--- config.mk ---
export PLATFORM = sky130hd
export DESIGN_NAME = video_sequencer_flat
export DESIGN_NICKNAME = d
export VERILOG_FILES = /design/src/rtl/video_sequencer_if.sv /design/src/rtl/video_sequencer.sv /design/src/flat_wrapper.sv
export SDC_FILE = /design/constraint.sdc
export NUM_CORES = 1
export LEC_CHECK = 0
export ABC_AREA = 1
export ABC_CLOCK_PERIOD_IN_PS = 2500
export BUFFER_PORTS_ARGS = -buffer_cell sky130_fd_sc_hd__buf_2
export CAP_MARGIN = 20
export CORE_MARGIN = 2
export CORE_UTILIZATION = 50
export CTS_CLUSTER_SIZE = 14
export DETAILED_ROUTE_END_ITERATION = 7
export PLACE_DENSITY = 0.74
export REMOVE_ABC_BUFFERS = 1
export SYNTH_ARGS = -nofsm -noshare
export SYNTH_HDL_FRONTEND = slang
export SYNTH_SLANG_ARGS = --single-unit
export TNS_END_PERCENT = 100
--- constraint.sdc ---
create_clock -name I_vid_clock -period 2.5 [get_ports I_vid_clock]
set_input_delay 0.375 -clock I_vid_clock [delete_from_list [all_inputs] [get_ports I_vid_clock]]
set_output_delay 0.375 -clock I_vid_clock [all_outputs]
set_load 0.05 [all_outputs]
--- src/rtl/video_sequencer_if.sv ---
// ---------------------------------------------------------------------------
// video_sequencer_if
// Bundle between the video timing sequencer and the PPU logic it drives.
//   I_clk_rise      : dot enable, all sequencer state advances only when high
//   I_render_enable : PPUMASK background OR sprite enable
//   O_hcount        : current dot
//   O_vcount        : current line
//   O_odd_frame     : frame parity, 1 = odd frame
//   O_frame_start   : one-dot pulse at (0,0)
//   O_ready         : warm-up complete, register writes are honoured
//   O_control       : 16-bit fetch / scroll / status strobe word
// master = the sequencer, slave = the downstream consumer.
// ---------------------------------------------------------------------------
interface video_sequencer_if #(
  parameter int P_width = 16
);
  logic               I_clk_rise;
  logic               I_render_enable;
  logic [P_width-1:0] O_hcount;
  logic [P_width-1:0] O_vcount;
  logic               O_odd_frame;
  logic               O_frame_start;
  logic               O_ready;
  logic [15:0]        O_control;

  modport master (
    input  I_clk_rise,
    input  I_render_enable,
    output O_hcount,
    output O_vcount,
    output O_odd_frame,
    output O_frame_start,
    output O_ready,
    output O_control
  );

  modport slave (
    output I_clk_rise,
    output I_render_enable,
    input  O_hcount,
    input  O_vcount,
    input  O_odd_frame,
    input  O_frame_start,
    input  O_ready,
    input  O_control
  );
endinterface

--- src/rtl/video_sequencer.sv ---
// ---------------------------------------------------------------------------
// video_sequencer
// Dot/line counters, frame parity with odd-frame dot skip, warm-up tracking
// and a registered 16-bit control word aligned with the counters.
// Ports:
//   I_vid_clock : video clock
//   I_reset_n   : asynchronous active-low reset
//   bus         : video_sequencer_if.master (dot enable, render enable,
//                 counters, parity, frame pulse, ready, control word)
// Control word:
//   [7:0] fetch phase one-hot of h[2:0]   [8]  vblank_set   [9]  vblank_clr
//   [10]  is_rendering   [11] incr_hori_v  [12] incr_vert_v  [13] hori_v_eq_t
//   [14]  vert_v_eq_t    [15] sprite_fetch
// ---------------------------------------------------------------------------
module video_sequencer #(
  parameter int P_width          = 16,
  parameter int P_h_total        = 341,
  parameter int P_v_total        = 262,
  parameter int P_visible_lines  = 240,
  parameter int P_vblank_line    = 241,
  parameter int P_prerender_line = 261,
  parameter int P_vblank_col     = 1,
  parameter int P_odd_skip       = 1
) (
  input  logic                I_vid_clock,
  input  logic                I_reset_n,
  video_sequencer_if.master   bus
);

  localparam logic [P_width-1:0] L_h_last   = P_width'(P_h_total - 1);
  localparam logic [P_width-1:0] L_h_skip   = P_width'(P_h_total - 2);
  localparam logic [P_width-1:0] L_v_last   = P_width'(P_v_total - 1);
  localparam logic [P_width-1:0] L_visible  = P_width'(P_visible_lines);
  localparam logic [P_width-1:0] L_vblank   = P_width'(P_vblank_line);
  localparam logic [P_width-1:0] L_prerend  = P_width'(P_prerender_line);
  localparam logic [P_width-1:0] L_vcol     = P_width'(P_vblank_col);
  localparam logic [P_width-1:0] L_one      = P_width'(1);
  localparam logic [P_width-1:0] L_h256     = P_width'(256);
  localparam logic [P_width-1:0] L_h257     = P_width'(257);
  localparam logic [P_width-1:0] L_h280     = P_width'(280);
  localparam logic [P_width-1:0] L_h304     = P_width'(304);
  localparam logic [P_width-1:0] L_h320     = P_width'(320);

  typedef enum logic {
    ST_WARMUP = 1'b0,
    ST_RUN    = 1'b1
  } state_t;

  state_t             r_state;
  state_t             w_state_next;
  logic [P_width-1:0] r_hcount;
  logic [P_width-1:0] r_vcount;
  logic               r_odd_frame;
  logic               r_frame_start;
  logic [15:0]        r_control;

  logic [P_width-1:0] w_h_next;
  logic [P_width-1:0] w_v_next;
  logic               w_odd_next;
  logic               w_skip;
  logic               w_rendering;
  logic               w_fetch;
  logic               w_sprite;
  logic [7:0]         w_phase;
  logic [15:0]        w_control_next;

  // Next position. The skip jumps straight from (prerender, h_total-2) to
  // (0,0) and counts as the frame wrap, so parity toggles there too.
  always_comb begin
    w_h_next   = r_hcount;
    w_v_next   = r_vcount;
    w_odd_next = r_odd_frame;
    w_skip     = (P_odd_skip != 0) && r_odd_frame && bus.I_render_enable &&
                 (r_vcount == L_prerend) && (r_hcount == L_h_skip);
    if (w_skip) begin
      w_h_next   = '0;
      w_v_next   = '0;
      w_odd_next = ~r_odd_frame;
    end else if (r_hcount == L_h_last) begin
      w_h_next = '0;
      if (r_vcount == L_v_last) begin
        w_v_next   = '0;
        w_odd_next = ~r_odd_frame;
      end else begin
        w_v_next = r_vcount + L_one;
      end
    end else begin
      w_h_next = r_hcount + L_one;
    end
  end

  // Decode runs on the position being entered so the registered word lines
  // up with the counters it is registered alongside.
  assign w_rendering = (w_v_next < L_visible) || (w_v_next == L_prerend);
  assign w_fetch     = w_rendering && (w_h_next >= L_one) && bus.I_render_enable;
  assign w_sprite    = (w_h_next >= L_h257) && (w_h_next <= L_h320);

  generate
    for (genvar gi = 0; gi < 8; gi++) begin : g_phase
      assign w_phase[gi] = w_fetch && (w_h_next[2:0] == 3'(gi));
    end
  endgenerate

  always_comb begin
    w_control_next        = 16'h0000;
    w_control_next[7:0]   = w_phase;
    w_control_next[8]     = (w_v_next == L_vblank)  && (w_h_next == L_vcol);
    w_control_next[9]     = (w_v_next == L_prerend) && (w_h_next == L_vcol);
    w_control_next[10]    = w_rendering;
    w_control_next[11]    = w_fetch && (w_h_next[2:0] == 3'd0) && !w_sprite;
    w_control_next[12]    = w_fetch && (w_h_next == L_h256);
    w_control_next[13]    = w_fetch && (w_h_next == L_h257);
    w_control_next[14]    = w_fetch && (w_v_next == L_prerend) &&
                            (w_h_next >= L_h280) && (w_h_next <= L_h304);
    w_control_next[15]    = w_fetch && w_sprite;
  end

  // Warm-up FSM: leaves WARMUP on the rise that enters (prerender, 0).
  always_ff @(posedge I_vid_clock or negedge I_reset_n) begin
    if (!I_reset_n) begin
      r_state <= ST_WARMUP;
    end else begin
      r_state <= w_state_next;
    end
  end

  always_comb begin
    w_state_next = r_state;
    case (r_state)
      ST_WARMUP: begin
        if (bus.I_clk_rise && (w_v_next == L_prerend) && (w_h_next == '0)) begin
          w_state_next = ST_RUN;
        end
      end
      ST_RUN:  w_state_next = ST_RUN;
      default: w_state_next = ST_WARMUP;
    endcase
  end

  always_ff @(posedge I_vid_clock or negedge I_reset_n) begin
    if (!I_reset_n) begin
      r_hcount      <= '0;
      r_vcount      <= '0;
      r_odd_frame   <= 1'b0;
      r_frame_start <= 1'b0;
      r_control     <= 16'h0000;
    end else if (bus.I_clk_rise) begin
      r_hcount      <= w_h_next;
      r_vcount      <= w_v_next;
      r_odd_frame   <= w_odd_next;
      r_frame_start <= (w_h_next == '0) && (w_v_next == '0);
      r_control     <= w_control_next;
    end
  end

  assign bus.O_hcount      = r_hcount;
  assign bus.O_vcount      = r_vcount;
  assign bus.O_odd_frame   = r_odd_frame;
  assign bus.O_frame_start = r_frame_start;
  assign bus.O_ready       = (r_state == ST_RUN);
  assign bus.O_control     = r_control;

endmodule
--- src/flat_wrapper.sv ---
// flat-port wrapper written by rule: the top's interface ports become plain ports
module video_sequencer_flat 
#(
  parameter int P_width          = 16,
  parameter int P_h_total        = 341,
  parameter int P_v_total        = 262,
  parameter int P_visible_lines  = 240,
  parameter int P_vblank_line    = 241,
  parameter int P_prerender_line = 261,
  parameter int P_vblank_col     = 1,
  parameter int P_odd_skip       = 1
)
  (I_vid_clock, I_reset_n, bus_I_clk_rise, bus_I_render_enable, bus_O_hcount, bus_O_vcount, bus_O_odd_frame, bus_O_frame_start, bus_O_ready, bus_O_control);
  video_sequencer_if #(.P_width(P_width)) bus_i ();
  input  logic I_vid_clock;
  input  logic I_reset_n;
  input wire logic [$bits(bus_i.I_clk_rise)-1:0] bus_I_clk_rise;
  input wire logic [$bits(bus_i.I_render_enable)-1:0] bus_I_render_enable;
  output wire logic [$bits(bus_i.O_hcount)-1:0] bus_O_hcount;
  output wire logic [$bits(bus_i.O_vcount)-1:0] bus_O_vcount;
  output wire logic [$bits(bus_i.O_odd_frame)-1:0] bus_O_odd_frame;
  output wire logic [$bits(bus_i.O_frame_start)-1:0] bus_O_frame_start;
  output wire logic [$bits(bus_i.O_ready)-1:0] bus_O_ready;
  output wire logic [$bits(bus_i.O_control)-1:0] bus_O_control;
  assign bus_i.I_clk_rise = bus_I_clk_rise;
  assign bus_i.I_render_enable = bus_I_render_enable;
  assign bus_O_hcount = bus_i.O_hcount;
  assign bus_O_vcount = bus_i.O_vcount;
  assign bus_O_odd_frame = bus_i.O_odd_frame;
  assign bus_O_frame_start = bus_i.O_frame_start;
  assign bus_O_ready = bus_i.O_ready;
  assign bus_O_control = bus_i.O_control;
  video_sequencer #(.P_width(P_width), .P_h_total(P_h_total), .P_v_total(P_v_total), .P_visible_lines(P_visible_lines), .P_vblank_line(P_vblank_line), .P_prerender_line(P_prerender_line), .P_vblank_col(P_vblank_col), .P_odd_skip(P_odd_skip)) u_core (.I_vid_clock(I_vid_clock), .I_reset_n(I_reset_n), .bus(bus_i));
endmodule
; ---- Word level (Yosys, flattened, before mapping)
; Index checks and enable logic that the tools add are counted.
[op_classes]
n_shift = 0
n_eq_ne = 15
n_div = 0
bitwise = 2
multipliers = 0
n_mux = 10
n_reduce_logical = 34
order_cmp = 6
n_addsub = 2
[ops]
columns = operator, n
row1 = $eq A16 B9 Y1 const B, 6
row2 = $mux W16, 5
row3 = $add A16 B1 Y16 const B, 2
row4 = $ge A16 B9 Y1 const B, 2
row5 = $le A16 B9 Y1 const B, 2
row6 = $logic_not A16 Y1, 2
row7 = $logic_and A1 B1 Y1, 26
row8 = $eq A16 B1 Y1 const B, 1
row9 = $eq A16 B8 Y1 const B, 1
row10 = $ge A16 B1 Y1 const B, 1
row11 = $lt A16 B8 Y1 const B, 1
row12 = $eq A3 B3 Y1 const B, 4
row13 = $eq A3 B2 Y1 const B, 2
row14 = $mux W1, 4
row15 = $reduce_bool A2 Y1, 2
row16 = $eq A3 B1 Y1 const B, 1
row17 = $logic_not A3 Y1, 1
row18 = $reduce_and A3 Y1, 1
row19 = $not A1 Y1, 2
row20 = $pmux W1 S2, 1
row21 = $logic_not A1 Y1, 1
row22 = $logic_or A1 B1 Y1, 1
[totals]
in_bits = 4
n_memories = 0
rom_bits = 0
out_inout_bits = 51
reg_bits = 51
ram_bits = 0
latchBits = 0

; ---- Depth between registers and ports, before layout
[depth]
depth_word = 11
mapped_depth = 19

; ---- Worst setup path after synthesis
; Ideal clock, no wire load.
[synth_path]
kind = reg-to-reg
from = reg u_core.r_hcount[0] (netlist: u_core.bus.O_hcount[0])
to = reg u_core.r_control[14] (netlist: u_core.bus.O_control[14])
path_slack_ns = 0.015
stages_incl_launch_ff = 16
arrival_time_ns = 2.368
synth_period_minus_slack_ns = 2.485
n_path_buf = 1
t_required_ns = 2.382
path_cell_list = dfrtp_1 -> inv_1 -> ha_1 -> nand3_1 -> nor2_1 -> nand2_1 -> buf_2 -> nand4_1 -> nor2_1 -> nand2_1 -> nor2_1 -> o21ai_0 -> nand2_1 -> nand2_1 -> nand3_1 -> nand2_1
[synth_via]
elab_chain_cells = 10
[synth_rtl]
columns = item, line
row1 = start: declaration, video_sequencer.sv:51  ; logic [P_width-1:0] r_hcount;
row2 = start signal: assignment, video_sequencer.sv:148  ; r_hcount <= w_h_next;
row3 = "parallel branches: the longest is 9 deep, another holds $add A16 B1 Y16", n/a
row4 = $logic_and A1 B1 Y1 (*), video_sequencer.sv:114  ; (w_h_next >= L_h280) && (w_h_next <= L_h304);
row5 = end signal: assignment, video_sequencer.sv:152  ; r_control <= w_control_next;
row6 = end: declaration, video_sequencer.sv:55  ; logic [15:0] r_control;
; Every way passes the cells marked *.
; A chain may end at the register's enable or synchronous reset.

; ---- Final worst setup path
[layout_path]
from = reg u_core.r_hcount[0] (netlist: u_core.bus.O_hcount[0])
to = reg u_core.r_control[9] (netlist: u_core.bus.O_control[9])
[layout_via]
elab_chain_cells = 5
[layout_rtl]
columns = item, line
row1 = $add A16 B1 Y16 (tied with other cells), video_sequencer.sv:88  ; w_h_next = r_hcount + L_one;
row2 = $mux W16 / $logic_and A1 B1 Y1 (equally long branches), "video_sequencer.sv:79, video_sequencer.sv:74"
row3 = $mux W16, video_sequencer.sv:75  ; if (w_skip) begin
row4 = $eq A16 B1 Y1 / $eq A16 B9 Y1 (equally long branches), video_sequencer.sv:108  ; w_control_next[9] = (w_v_next == L_prerend) && (w_h_next == L_vcol);
row5 = $logic_and A1 B1 Y1 (*), video_sequencer.sv:108
; Every way passes the cells marked *; elsewhere a longest branch is shown, timed or not.

==> metrics.txt <==
CORE AREA=0.00714 mm2; R2R Setup Slk=0.1 ns; arrival time at the worst endpoint=2.66 ns; post-route ant nets=0; Iter 0 DRT Violations=228; Final Cycle Share=96.0%; H-tree depth=2; Post-synth EDFFs=0; overall power=0.00339 W; chip width=89.3 um; worst IR drop on VDD=777 uV; DR WL/cell=14.1 um; RSZ-0062 raised after global routing=true; I/O pin cnt=55; initial antenna violation count=0; pin count of the biggest net entering global routing=32; post-detail-place hpwl=7730 um; Max Cap Viol=0; WP data required=2.76 ns; leakage power=2.26 nW; storage element area=0.00128 mm2; CP startpoint kind=flip-flop; worst skew pair latency=0.31 ns; Via-to-Cell Ratio=5.29; CP max FO=6; Fmax=417 MHz; Tmin final=2.40 ns; area occupied by multi-input gates=0.00220 mm2; Area growth syn-to-layout=25.1%; Sink Count=51; Crit Reg-Reg Endpoint=u_core.bus.O_control[9]$_DFFE_PN0P_; clk slew on worst S/H paths=0.11 ns; total number of vias=3,976; TritonCTS buffer count=5; Synth Register Bits=51; asr flop ratio synth=100%; first-pass GRT wire length=16,600 um; Synth area leader=dfrtp_1; Rows=31; Final Setup Violations=0; Layout Nets=659; dpl cell area=0.00417 mm2; Syn Inst Count=566; Synth area leaders=dfrtp_1, nand2_1, nor2_1, inv_1, nand3_1; total track usage=26.4%; Mapped Area=0.00364 mm2; DRC viols=0; R2R cell count=12; metal2 WL=5340 um; Port Buffers=54; root buf cell=clkbuf_8; vias in the first global route=3,729; Die Span Y=89.3 um; gr ovfl total=0; TritonCTS clock tree=built; outcome=finished, final reports clean; Slew Limit Fails=0; Max Used Layer=met4; Yosys cell types=31; syn avg cell area=6.43 um2; worst slew pin tran=0.755 ns; Primary FF master, synth=dfrtp_1; most frequent cell after synthesis=nand2_1; Hold Crit Class=in2async; crit path kind=reg2reg; maximum clock path buffer count=2; Antenna Cells=0; final hold viol count=0; Worst slew margin=49.7%; Crit. End Element=flip-flop; DR pass1 iterations=6; RR Startpoint=u_core.bus.O_hcount[0]$_DFFE_PN0P_; Synth Warn #=0; Initial Utilization=51.0%; layout cell share with drive strength beyond 1=26.5%; Post-synth top cells=nand2_1, nor2_1, inv_1; met3 routed WL=593 um; wl on met1=4440 um; worst setup margin=0.0998 ns; filler cell count=700; PwrDens=745 mW/mm2; die area=0.00797 mm2; dpl ws=-0.103 ns; final instance area=0.00455 mm2; Clock Skew=0.0107 ns; Final GP Congestion=0.943; Synth top area share=35.1%; register area share after synthesis=35.1%; Post-Route WL=10,600 um
==> state kept, by name, summed over array words and instances, names as in the netlist <==
register	count
u_core.bus.O_control	16
u_core.bus.O_frame_start	1
u_core.bus.O_hcount	16
u_core.bus.O_odd_frame	1
u_core.bus.O_ready	1
u_core.bus.O_vcount	16
==> worst max-delay path by stage <==
stage,start,end,cells after the start,slack [ns]
global placement,u_core.bus.O_hcount[0]$_DFFE_PN0P_,u_core.bus.O_control[14]$_DFFE_PN0P_,12,-0.04
global route,u_core.bus.O_hcount[0]$_DFFE_PN0P_,u_core.bus.O_control[7]$_DFFE_PN0P_,17,-0.07
detailed placement,u_core.bus.O_hcount[0]$_DFFE_PN0P_,u_core.bus.O_control[14]$_DFFE_PN0P_,12,-0.10
CTS,u_core.bus.O_hcount[0]$_DFFE_PN0P_,u_core.bus.O_control[8]$_DFFE_PN0P_,12,-0.07
floorplan,u_core.bus.O_hcount[0]$_DFFE_PN0P_,u_core.bus.O_control[1]$_DFFE_PN0P_,16,-0.07
finish,u_core.bus.O_hcount[0]$_DFFE_PN0P_,u_core.bus.O_control[9]$_DFFE_PN0P_,12,0.1
==> power by group <==
group          switching, W  internal, W  leakage (nW)  total, W
registers          0.000169     0.000937         0.673   0.00111
clock network      0.000304     0.000304        0.0587  0.000608
logic               0.00119     0.000483          1.53   0.00168
==> critical path, cell delays in order, from the launching register on <==
cell	delay, ns
dfrtp_1	0.41
ha_2	0.29
nand2_1	0.14
nor2_2	0.23
xnor2_1	0.21
nor2_1	0.11
nand2_1	0.11
nand2_1	0.09
nor2_4	0.19
nand3_1	0.14
nor3_4	0.23
nand3_1	0.11
nand2_1	0.08
==> metal layers <==
metal | track usage, % | vias to the layer above
li1 | - | 1958
met1 | 33.2 | 1870
met4 | 9.77 | 0
met5 | 0 | -
met2 | 45.7 | 131
met3 | 3.97 | 17
==> final cells by class <==
class                   count  share of cell area, %
clock buffers               5                   1.51
clock inverters             3                   1.04
inverters                  61                   5.03
multi-input cells         440                   48.3
flip-flops and latches     51                   28.2
well taps                  99                   2.72
repair buffers             92                   13.3
==> what timing repair did <==
action / 4_1_cts / 5_1_grt
gates resized for setup: 2 / 47
hold buffers: 0 / 0
hold endpoints to repair: 0 / 0
pin swaps: 0 / 14
endpoints found under the setup margin: 5 / 17
cloned: 0 / 2
buffers inserted: 0 / 10
==> metrics by stage <==
step	hold WS, ns	TNS (ns)	instances	util [%]
after global routing	0.163	-0.408	751	63.8
after global placement	0.459	-0.0732	731	58.4
after floorplan	0.0794	-0.658	552	-
final	0.120	0	751	63.8
after detailed placement	0.467	-0.293	731	58.4
after CTS	0.138	-0.490	739	60.1
==> cells in the final DEF (no fill, tap or decap), types with 2 or more instances in the layout <==
cell type / count
nor3_1: 9
dfrtp_1: 46
inv_2: 10
xor2_1: 10
o21bai_1: 5
nand3_1: 37
buf_4: 35
ha_1: 2
nand4_1: 16
nand2_1: 187
nor2_4: 6
nor2_1: 73
inv_1: 51
o21ai_2: 8
nand2_2: 17
dfrtp_2: 5
nor2_2: 14
a21oi_1: 3
clkbuf_8: 5
o21ai_0: 34
nand3_4: 3
buf_2: 54
nand3_2: 2
clkbuf_16: 2
==> kinds of logic (layout without fill, tap and decap cells) <==
group / after synthesis / count (layout) / synth area share, %
adders and majority gates: 4 / 4 / 1.38
and+or+nand+nor: 370 / 370 / 43.6
buffers and inverters: 75 / 161 / 8.32
AOI/OAI and AO/OA: 55 / 55 / 8.98
DFF: 51 / 51 / 35.1
xor gates and xnor gates: 11 / 11 / 2.65
No activity file was read; power rests on OpenSTA's default activity.
